**config.mk**
```make
export PLATFORM = sky130hd
export DESIGN_NAME = input_conditioner
export DESIGN_NICKNAME = d
export VERILOG_FILES = /design/src/rtl/demoman_pkg.sv /design/src/rtl/debounce_channel.sv /design/src/rtl/input_conditioner.sv
export SDC_FILE = /design/constraint.sdc
export NUM_CORES = 1
export LEC_CHECK = 0
export ABC_AREA = 1
export BUFFER_PORTS_ARGS = -buffer_cell sky130_fd_sc_hd__buf_4
export CELL_PAD_IN_SITES_DETAIL_PLACEMENT = 0
export CELL_PAD_IN_SITES_GLOBAL_PLACEMENT = 1
export CORE_MARGIN = 2
export CORE_UTILIZATION = 40
export CTS_BUF_LIST = sky130_fd_sc_hd__clkbuf_16
export CTS_CLUSTER_DIAMETER = 60
export CTS_CLUSTER_SIZE = 8
export DETAILED_ROUTE_END_ITERATION = 12
export PLACE_DENSITY = 0.67
export SLEW_MARGIN = 20
export SYNTH_ARGS = -nofsm -noshare
export SYNTH_HDL_FRONTEND = slang
export SYNTH_HIERARCHICAL = 1
export SYNTH_SLANG_ARGS = --single-unit
```
**constraint.sdc**
```tcl
create_clock -name clk -period 1.8 [get_ports clk]
set_clock_uncertainty 0.1 [all_clocks]
set_input_delay 0.18 -clock clk [delete_from_list [all_inputs] [get_ports clk]]
set_output_delay 0.18 -clock clk [all_outputs]
set_load 0.01 [all_outputs]
```
**src/rtl/demoman_pkg.sv**
```systemverilog
// Shared constants for the game's input plumbing: controller channel map and
// debounce timing, plus the raw-pin-to-pressed polarity helper.
package demoman_pkg;

   localparam int unsigned CH_P1_LEFT          = 0;
   localparam int unsigned CH_P1_RIGHT         = 1;
   localparam int unsigned CH_P1_ATTACK        = 2;
   localparam int unsigned CH_P2_LEFT          = 3;
   localparam int unsigned CH_P2_RIGHT         = 4;
   localparam int unsigned CH_P2_ATTACK        = 5;
   localparam int unsigned NUM_INPUT_CH        = 6;

   localparam int unsigned DEBOUNCE_10MS_50MHZ = 500000;

   function automatic logic to_pressed(input logic pin, input bit active_low);
      return active_low ? ~pin : pin;
   endfunction

endpackage

```
**src/rtl/debounce_channel.sv**
```systemverilog
// One conditioned input: 2-FF synchroniser, counter debounce and one-cycle
// rise/fall pulses aligned with the first cycle of the new debounced level.
module debounce_channel
   import demoman_pkg::*;
#(
   parameter int unsigned DEBOUNCE_CYCLES = DEBOUNCE_10MS_50MHZ,
   parameter bit          ACTIVE_LOW      = 1'b1,
   parameter int unsigned CNT_W           = 20
) (
   input  logic i_clk,
   input  logic i_rst_n,
   input  logic i_raw,
   output logic o_level,
   output logic o_rise,
   output logic o_fall
);

   localparam logic             RELEASED = ACTIVE_LOW ? 1'b1 : 1'b0;
   localparam logic [CNT_W-1:0] CNT_LAST = CNT_W'(DEBOUNCE_CYCLES - 1);

   logic             r_s1;
   logic             r_s2;
   logic             r_level;
   logic             r_rise;
   logic             r_fall;
   logic [CNT_W-1:0] r_cnt;
   logic             w_s;
   logic             w_expired;

   assign w_s       = to_pressed(r_s2, ACTIVE_LOW);
   assign w_expired = (r_cnt == CNT_LAST);

   always_ff @(posedge i_clk) begin
      if (!i_rst_n) begin
         // Syncs load the released pin value so level stays 0 after reset.
         r_s1    <= RELEASED;
         r_s2    <= RELEASED;
         r_level <= 1'b0;
         r_rise  <= 1'b0;
         r_fall  <= 1'b0;
         r_cnt   <= '0;
      end else begin
         r_s1   <= i_raw;
         r_s2   <= r_s1;
         r_rise <= 1'b0;
         r_fall <= 1'b0;
         if (w_s == r_level) begin
            r_cnt <= '0;
         end else if (w_expired) begin
            r_level <= w_s;
            r_cnt   <= '0;
            r_rise  <= w_s;
            r_fall  <= ~w_s;
         end else begin
            r_cnt <= r_cnt + 1'b1;
         end
      end
   end

   assign o_level = r_level;
   assign o_rise  = r_rise;
   assign o_fall  = r_fall;

endmodule

```
**src/rtl/input_conditioner.sv**
```systemverilog
// Conditions the controller pins for the ~60 Hz game logic: per-channel debounce
// plus per-frame snapshots that never lose a tap shorter than one frame.
module input_conditioner
   import demoman_pkg::*;
#(
   parameter int unsigned NUM_CH          = NUM_INPUT_CH,
   parameter int unsigned DEBOUNCE_CYCLES = DEBOUNCE_10MS_50MHZ,
   parameter bit          ACTIVE_LOW      = 1'b1,
   parameter int unsigned CNT_W           = 20
) (
   input  logic              clk,
   input  logic              rst_n,
   input  logic [NUM_CH-1:0] raw_in,
   input  logic              frame_tick,
   output logic [NUM_CH-1:0] level,
   output logic [NUM_CH-1:0] rise,
   output logic [NUM_CH-1:0] fall,
   output logic [NUM_CH-1:0] frame_held,
   output logic [NUM_CH-1:0] frame_pressed
);

   logic [NUM_CH-1:0] w_level;
   logic [NUM_CH-1:0] w_rise;
   logic [NUM_CH-1:0] w_fall;
   logic [NUM_CH-1:0] r_sticky;
   logic [NUM_CH-1:0] r_held;
   logic [NUM_CH-1:0] r_pressed;

   for (genvar g = 0; g < NUM_CH; g++) begin : g_ch
      debounce_channel #(
         .DEBOUNCE_CYCLES (DEBOUNCE_CYCLES),
         .ACTIVE_LOW      (ACTIVE_LOW),
         .CNT_W           (CNT_W)
      ) u_ch (
         .i_clk   (clk),
         .i_rst_n (rst_n),
         .i_raw   (raw_in[g]),
         .o_level (w_level[g]),
         .o_rise  (w_rise[g]),
         .o_fall  (w_fall[g])
      );
   end

   // A rise on the tick cycle belongs to the frame being closed, not the next one.
   always_ff @(posedge clk) begin
      if (!rst_n) begin
         r_sticky  <= '0;
         r_held    <= '0;
         r_pressed <= '0;
      end else if (frame_tick) begin
         r_held    <= w_level | r_sticky;
         r_pressed <= w_rise | r_sticky;
         r_sticky  <= '0;
      end else begin
         r_sticky  <= r_sticky | w_rise;
      end
   end

   assign level         = w_level;
   assign rise          = w_rise;
   assign fall          = w_fall;
   assign frame_held    = r_held;
   assign frame_pressed = r_pressed;

endmodule

```
### Word-level counts from Yosys, hierarchy flattened

Index checks and enable logic that the tools add are counted.
Widths: inputs -> output; s select.

| word-level totals | value |
|---|---|
| register bits | 168 |
| latch bits | 0 |
| RAM bits | 0 |
| bits in read-only memories | 0 |
| input port bits | 9 |
| word-level logic and storage cells | 97 |
| memories | 0 |

| operators by class | value |
|---|---|
| add/subtract/negate cells | 6 |
| multipliers | 0 |
| divide/modulo/power cells | 0 |
| order comparisons | 0 |
| equality and inequality tests | 12 |
| shifts and indexed selects | 0 |
| mux-type cells | 0 |
| bitwise logic cells | 21 |
| reduce and logical (&&, ||, !) cells | 19 |

Operator list:

| cell | count |
|---|---|
| $add 20x1->20 const B | 6 |
| $eq 20x19->1 const B | 6 |
| $reduce_or 3->1 | 12 |
| $not 1->1 | 19 |
| $or 6x6->6 | 2 |
| $reduce_and 2->1 | 6 |
| $eq 1x1->1 | 6 |
| $reduce_or 2->1 | 1 |

### Longest topological paths before layout

Gate-level depths: netlist of run 1.

| logic depth | value |
|---|---|
| depth after elaboration | 4 |
| mapped depth | 8 |

### Cells and area by module

The synthesis of run 1 kept the hierarchy.

By module, submodules not included:

| module | times used | cells each | area each (sq um) | seq. area each (sq um) |
|---|---|---|---|---|
| debounce_channel at g_ch[0].u_ch ... | 5 | 167 | 1239.9 | 500.5 |
| debounce_channel at g_ch[5].u_ch | 1 | 169 | 1278.7 | 500.5 |
| input_conditioner | 1 | 97 | 716.9 | 360.3 |

### Worst setup path before layout of run 1

OpenSTA, ideal clock, no wires.

| timing | value |
|---|---|
| path kind | register to register |
| start | register g_ch[5].u_ch.r_cnt[0] |
| end | register g_ch[5].u_ch.r_cnt[10] |
| data arrival time | 1.220 ns |
| slack | 0.365 ns |
| stages on the path, launching flop included | 8 |
| cell sequence | dfxtp_1 -> ha_1 -> nand3_2 -> nor2_2 -> nand3_2 -> nand3_2 -> buf_6 -> nor2_2 |

| on the way | value |
|---|---|
| cells in the longest elaborated chain, start to end | 2 |
| elaborated cells between the ends (all ways) | 3 |
| classes of those cells | add/sub (1); eq/ne (1); reduce/logical (1) |

Ends and longest elaborated chain:

| what | line | text |
|---|---|---|
| start: declaration | debounce_channel.sv:26 | `logic [CNT_W-1:0] r_cnt;` |
| start signal: assignment | debounce_channel.sv:55 | `r_cnt <= r_cnt + 1'b1;` |
| parallel branches: the longest is 2 deep, another holds $add 20x1->20 | -- |  |

Parallel ways; which one is timed is not known.
A chain may end at the register's enable or synchronous reset.

### Worst setup path after layout of run 1

| timing | value |
|---|---|
| start | register g_ch[4].u_ch.r_cnt[0] |
| end | register g_ch[4].u_ch.r_cnt[6] |

| on the way | value |
|---|---|
| cells in the longest elaborated chain, start to end | 2 |
| elaborated cells between the ends (all ways) | 3 |
| classes of those cells | add/sub (1); eq/ne (1); reduce/logical (1) |

Ends and longest elaborated chain:

| what | line |
|---|---|
| start: declaration | debounce_channel.sv:26 |
| start signal: assignment | debounce_channel.sv:55 |
| parallel branches: the longest is 2 deep, another holds $add 20x1->20 | -- |

Parallel ways; which one is timed is not known.

==> impl_metrics.ini, run 1 <==
[outcome]
status = finished, final reports clean

[pwr]
total_power_mw = 7.45
power_density_nw_per_um2 = 789
leakagePower_nw = 3.16
ir_drop_v = 0.000550

[synthesis]
synth-simple-area-share = 0.402
synth_compound_area_frac = 0.0421
synth_fp_nets = 1116
synth_edf_count = 0
ys_seq_area_frac = 0.410
syn_area_per_cell_um2 = 7.44
synthDistinctLibCells = 27
synthAdderAreaFrac = 0.00916
synth_mux_area_frac = 0
async_reset_ff_frac = 0
synth-xor-area-share = 0.0716
syn_area_um2 = 8200
synth-main-ff-cell = dfxtp_1
syn_inst = 1101
synth_seq_cells = 168
synth_top_family_by_area = simple AND/OR/NAND/NOR gates
synth_warnings = 6

[clock_tree]
clock_path_buffers = 2
path_clk_slew_ns = 0.07
cts_tree = built
cts.sinks = 168
numCtsBuffers = 17
cts_max_level = 4
clock_latency_ns = 0.42
clockRootBuffer = clkbuf_16

[place]
gp_routability_congestion = 0.780
placed_cells = 1408
dp_hpwl_mm = 12.6
io_buffers = 38

[routing]
wire_per_inst_um = 11.7
drtAntennaViolNets = 0
vias = 6515
drtIter0Drc = 292
routed_wl_mm = 16.9
viasPerCell = 4.51
dr.pass1.iters = 4
drcViolationCount = 0

[global_route]
first_global_vias = 6234
grt_max_degree = 25
grt_pass1_wl_mm = 29.2
overflow = 0
track_usage = 0.165
antenna_found_initial = 0

[floorplan]
die_y_um = 147
initial_core_util = 0.406
ios = 39
coreArea_um2 = 20200
die_w_um = 147
rows = 52
dieArea_um2 = 21600

[worst_setup_path]
crit_arrival_ns = 1.81
endpoint_kind = flop
cpPeakStageDelay_ns = 0.36
reg2reg_to = g_ch[4].u_ch/r_cnt[6]
critPathMaxFanout = 13
setup.worst_path.class = reg2reg
rrSetupSlack_ns = 0.20
critPathMostFrequentCell = nand3_2
worst_ep_required_time_ns = 2.01
reg2reg_from = g_ch[4].u_ch/r_cnt[0]
crit_chain = ha_1 -> nand3_2 -> nor2_2 -> nand3_2 -> nand3_2 -> buf_4 -> nor2_1
rr_worst_depth = 7
cp-start-kind = flop
crit_path_top_delay_cell = dfxtp_1

[timing]
setup_violations = 0
tightest_slew_ns = 0.382
max_freq_mhz = 624
grt_setup_unrepaired = no
fin_crit_ns = 1.60
relSlewSlack = 0.746
finalSetupTns_ns = 0
min_period_over_period = 0.891
hold_viol = 0
drv_slew = 0

[finish]
stdcell_count = 1446
multi_input_area_um2 = 4300
n_fill_cell = 2123
regArea_um2 = 3360
final_cell_mix = 265 x nand2_1, 244 x nor2_1, 168 x dfxtp_1
nets = 1178
layout_commonest_cell = nand2_1
post-route-util = 0.468
drive_gt1_frac = 0.197
syn_to_final_growth_pct = 15.1
insertedDiodeCount = 0

[hold_path]
hp-start = rst_n
hp-class = in2reg
holdPathStages = 2
min_to = g_ch[5].u_ch/r_s1

[flow_run]
max-cap-violations = 0
how the worst max path moves through the flow:
stage          slack (ns)                endpoint             startpoint  cells past startpoint
6_report             0.20   g_ch[4].u_ch/r_cnt[6]  g_ch[4].u_ch/r_cnt[0]                      7
5_1_grt              0.02   g_ch[4].u_ch/r_cnt[6]  g_ch[4].u_ch/r_cnt[0]                      7
4_1_cts              0.17   g_ch[4].u_ch/r_cnt[6]  g_ch[4].u_ch/r_cnt[0]                      7
3_5_place_dp         0.20  g_ch[4].u_ch/r_cnt[19]  g_ch[4].u_ch/r_cnt[0]                      7
3_3_place_gp         0.22  g_ch[3].u_ch/r_cnt[14]  g_ch[3].u_ch/r_cnt[0]                      7
2_1_floorplan        0.37  g_ch[5].u_ch/r_cnt[10]  g_ch[5].u_ch/r_cnt[0]                      7
worst max-delay path: cells and delay by family (launching register included):
kind                     cells  cell delay (ns)
adder cells (fa/ha/maj)      1             0.25
buffers and inverters        1             0.20
flip-flops                   1             0.36
AND/OR/NAND/NOR              5             0.57
synth_stat cells, types with 3 or more instances:
cell	count	area (um2)
nand2_1	265	995
nor2_1	244	916
dfxtp_1	168	3360
inv_1	81	304
nand3_1	41	205
xnor2_1	37	324
xor2_1	30	263
nor2_4	29	327
nand3_2	24	240
nor2_2	24	150
a21oi_1	20	100
nand2_2	20	125
o21ai_0	16	80.1
or2_2	16	100
a21oi_2	15	131
inv_2	14	52.6
buf_6	13	146
or2_0	10	62.6
nand4_1	9	56.3
ha_1	6	75.1
nand2_4	6	67.6
nand3b_1	6	45.0
o21ai_2	3	26.3
final cells by class:
| cell class | instances | area share |
|---|---|---|
| Multi-Input combinational cell | 823 | 0.456 |
| Sequential cell | 168 | 0.356 |
| Timing Repair Buffer | 58 | 0.0544 |
| Clock buffer | 17 | 0.0451 |
| Inverter | 95 | 0.0378 |
| Tap cell | 270 | 0.0358 |
| Clock inverter | 15 | 0.0147 |
routing by layer:
metal  part of all wire  track usage  vias up
met5                  0            0        -
met4             0.0085       0.0365        0
met3              0.027       0.0394        8
met2               0.45        0.268       51
met1               0.52        0.223     2934
li1                   -            -     3522
power breakdown:
part	internal [mW]	leakage, nW	switching, mW
combinational	0.0768	1.53	0.0980
clock	2.02	0.274	1.49
sequential	3.74	1.36	0.0142
logic make-up (layout without fill, tap and decap cells):
kind of cell / count (synthesis) / after routing
flops: 168 / 168
buf+inv: 110 / 185
compound gates: 55 / 55
fa+ha+maj: 6 / 6
simple gates: 695 / 695
xor+xnor: 67 / 67
metrics by stage:
| step | setup slack [ns] | hold WS (ns) | instance area [um2] |
|---|---|---|---|
| after floorplan | 0.365 | 0.149 | 8200 |
| after global placement | 0.221 | 0.251 | 8810 |
| after detailed placement | 0.196 | 0.264 | 8810 |
| after CTS | 0.169 | 0.0324 | 9440 |
| after global routing | 0.0183 | 0.0304 | 9440 |
| final | 0.197 | 0.0439 | 9440 |
flip-flops by register name, summed over array words and instances (netlist names):
| name | cells |
|---|---|
| g_ch.u_ch/o_rise | 6 |
| frame_held | 6 |
| g_ch.u_ch/r_s1 | 6 |
| g_ch.u_ch/r_s2 | 6 |
| r_sticky | 6 |
| g_ch.u_ch/o_fall | 6 |
| g_ch.u_ch/o_level | 6 |
| g_ch.u_ch/r_cnt | 120 |
| frame_pressed | 6 |
what timing repair did:
action / in CTS / in global routing
hold buffers: 6 / 0
buffers inserted: 0 / 0
hold endpoints to repair: 6 / 0
gates resized for setup: 0 / 0
Note: power is estimated with default switching activity, not from simulation.
==> run 2: changes to the inputs <==
- CORE_ASPECT_RATIO: unset -> 1.75
==> run 2 against run 1 <==
  * Total power rose by 3.4%
  * Sequential share of layout area is 0.35 points lower
  * Design area is 0.99% higher
  * Clock-buffer cell count did not move
==> impl_metrics.ini, run 2 (synthesis results as in run 1) <==
[clock_tree]
clock_latency_ns = 0.44
numCtsBuffers = 17
path_clk_slew_ns = 0.07
cts_tree = built
cts_max_level = 4
clockRootBuffer = clkbuf_16
cts_resized = 0
cts.sinks = 168
cts_setup_buffers = 0
clock_path_buffers = 2

[finish]
syn_to_final_growth_pct = 16.3
largest_reg_flops = 120
n_fill_cell = 2171
final_cell_mix = 265 x nand2_1, 244 x nor2_1, 168 x dfxtp_1
layout_commonest_cell = nand2_1
post-route-util = 0.472
largest-register = g_ch.u_ch/r_cnt
drive_gt1_frac = 0.206
insertedDiodeCount = 0
nets = 1189

[worst_setup_path]
setup.worst_path.class = reg2reg
cpPeakStageDelay_ns = 0.37
crit_chain = ha_1 -> nand3_2 -> nor2_2 -> nand3_2 -> nand3_2 -> buf_4 -> a21oi_1
critical_path_buf_inv_count = 1
crit_path_top_delay_cell = dfxtp_1
critical_path_depth = 7
endpoint_kind = flop
cp-start-kind = flop
crit_arrival_ns = 1.84
crit_family = simple AND/OR/NAND/NOR gates
critPathMaxFanout = 13
critPathMostFrequentCell = nand3_2
worst_ep_required_time_ns = 2.02
rr_worst_depth = 7

[pwr]
seq_power_share = 0.488
leakagePower_nw = 3.23
power_switching_share = 0.220
pwr-share-clk = 0.489
power_density_nw_per_um2 = 808
total_power_mw = 7.70
p_int_mw = 6.01
switching_power_mw = 1.69
ir_drop_v = 0.000665
comb_power_share = 0.023

[routing]
drtAntennaViolNets = 0
routed_wl_mm = 18.0
dr.pass1.iters = 4
drcViolationCount = 0
drtIter0Drc = 247
wire_per_inst_um = 12.5
viasPerCell = 4.62
vias = 6629

[timing]
min_period_over_period = 0.897
grt_setup_unrepaired = no
whs_ns = 0.0465
tightest_slew_ns = 0.351
max_freq_mhz = 619
drv_slew = 0
relSlewSlack = 0.766
fin_crit_ns = 1.61
finalSetupTns_ns = 0
hold_viol = 0
setup_violations = 0

[place]
io_buffers = 38
gp_routability_congestion = 0.770
dp_hpwl_mm = 13.7

[global_route]
first_global_vias = 6625
overflow = 0
track_usage = 0.175
antenna_found_initial = 0
grt_pass1_wl_mm = 30.8
grt_max_degree = 23

[floorplan]
die_w_um = 112
initial_core_util = 0.406
dieArea_um2 = 21700
ios = 39
coreArea_um2 = 20200
die_y_um = 193
rows = 69

[hold_path]
hp-class = in2reg
holdPathStages = 4

[flow_run]
max-cap-violations = 0

[outcome]
status = finished, final reports clean
[run 2: changes by cell type in the layout (fill, tap and decap cells not counted)]
cell | before | now
buf_4 | 47 | 58
inv_1 | 83 | 81
clkinv_2 | 4 | 1
bufinv_16 | 2 | 3
inv_6 | 0 | 2
clkinv_4 | 2 | 4
clkinv_1 | 1 | 2
clkinvlp_4 | 4 | 3
[run 2: worst reg2reg max path: stages, from the launching register on]
cell     delay [ns]
dfxtp_1        0.37
ha_1           0.26
nand3_2        0.16
nor2_2         0.17
nand3_2        0.10
nand3_2        0.08
buf_4          0.20
a21oi_1        0.06
[run 2: power by group through the flow]
stage          clock network, mW  registers [mW]  logic (mW)
2_1_floorplan                  0            3.84       0.100
3_3_place_gp                   0            3.84       0.170
3_5_place_dp                   0            3.84       0.171
4_1_cts                     3.89            3.76       0.181
5_1_grt                     4.04            3.76       0.197
6_report                    3.76            3.76       0.176
[run 2: stage by stage]
step,cell area (um2),instances,worst slack (ns)
after floorplan,8200,1101,0.365
after global placement,8870,1397,0.210
after detailed placement,8870,1397,0.190
after CTS,9530,1435,0.174
after global routing,9530,1435,0.0113
final,9530,1435,0.185
[run 2: layout make-up]
| type | instances | area, um2 | area share |
|---|---|---|---|
| Clock inverter | 15 | 178 | 0.0186 |
| Sequential cell | 168 | 3360 | 0.353 |
| Tap cell | 248 | 310 | 0.0326 |
| Inverter | 95 | 357 | 0.0374 |
| Multi-Input combinational cell | 823 | 4300 | 0.451 |
| Clock buffer | 17 | 425 | 0.0446 |
| Timing Repair Buffer | 69 | 596 | 0.0625 |
[run 2: final timing paths]
check | startpoint | endpoint | slack, ns
worst max-delay path | g_ch[4].u_ch/r_cnt[0] | g_ch[4].u_ch/r_cnt[19] | 0.19
worst min-delay path | frame_tick | frame_pressed[2] | 0.05
worst max register to register | g_ch[4].u_ch/r_cnt[0] | g_ch[4].u_ch/r_cnt[19] | 0.19
worst min register to register | g_ch[5].u_ch/r_s1 | g_ch[5].u_ch/r_s2 | 0.30
[run 2: timing repair]
action,CTS,global route
endpoints found under the setup margin,0,0
hold buffers,6,0
endpoints found under the hold margin,6,0
[run 2: layer usage]
| metal | track usage | routed length (um) | part of all wire |
|---|---|---|---|
| met2 | 0.339 | 10000 | 0.56 |
| met5 | 0 | 0 | 0 |
| met1 | 0.182 | 7050 | 0.39 |
| met3 | 0.0392 | 586 | 0.033 |
| met4 | 0.0596 | 357 | 0.020 |
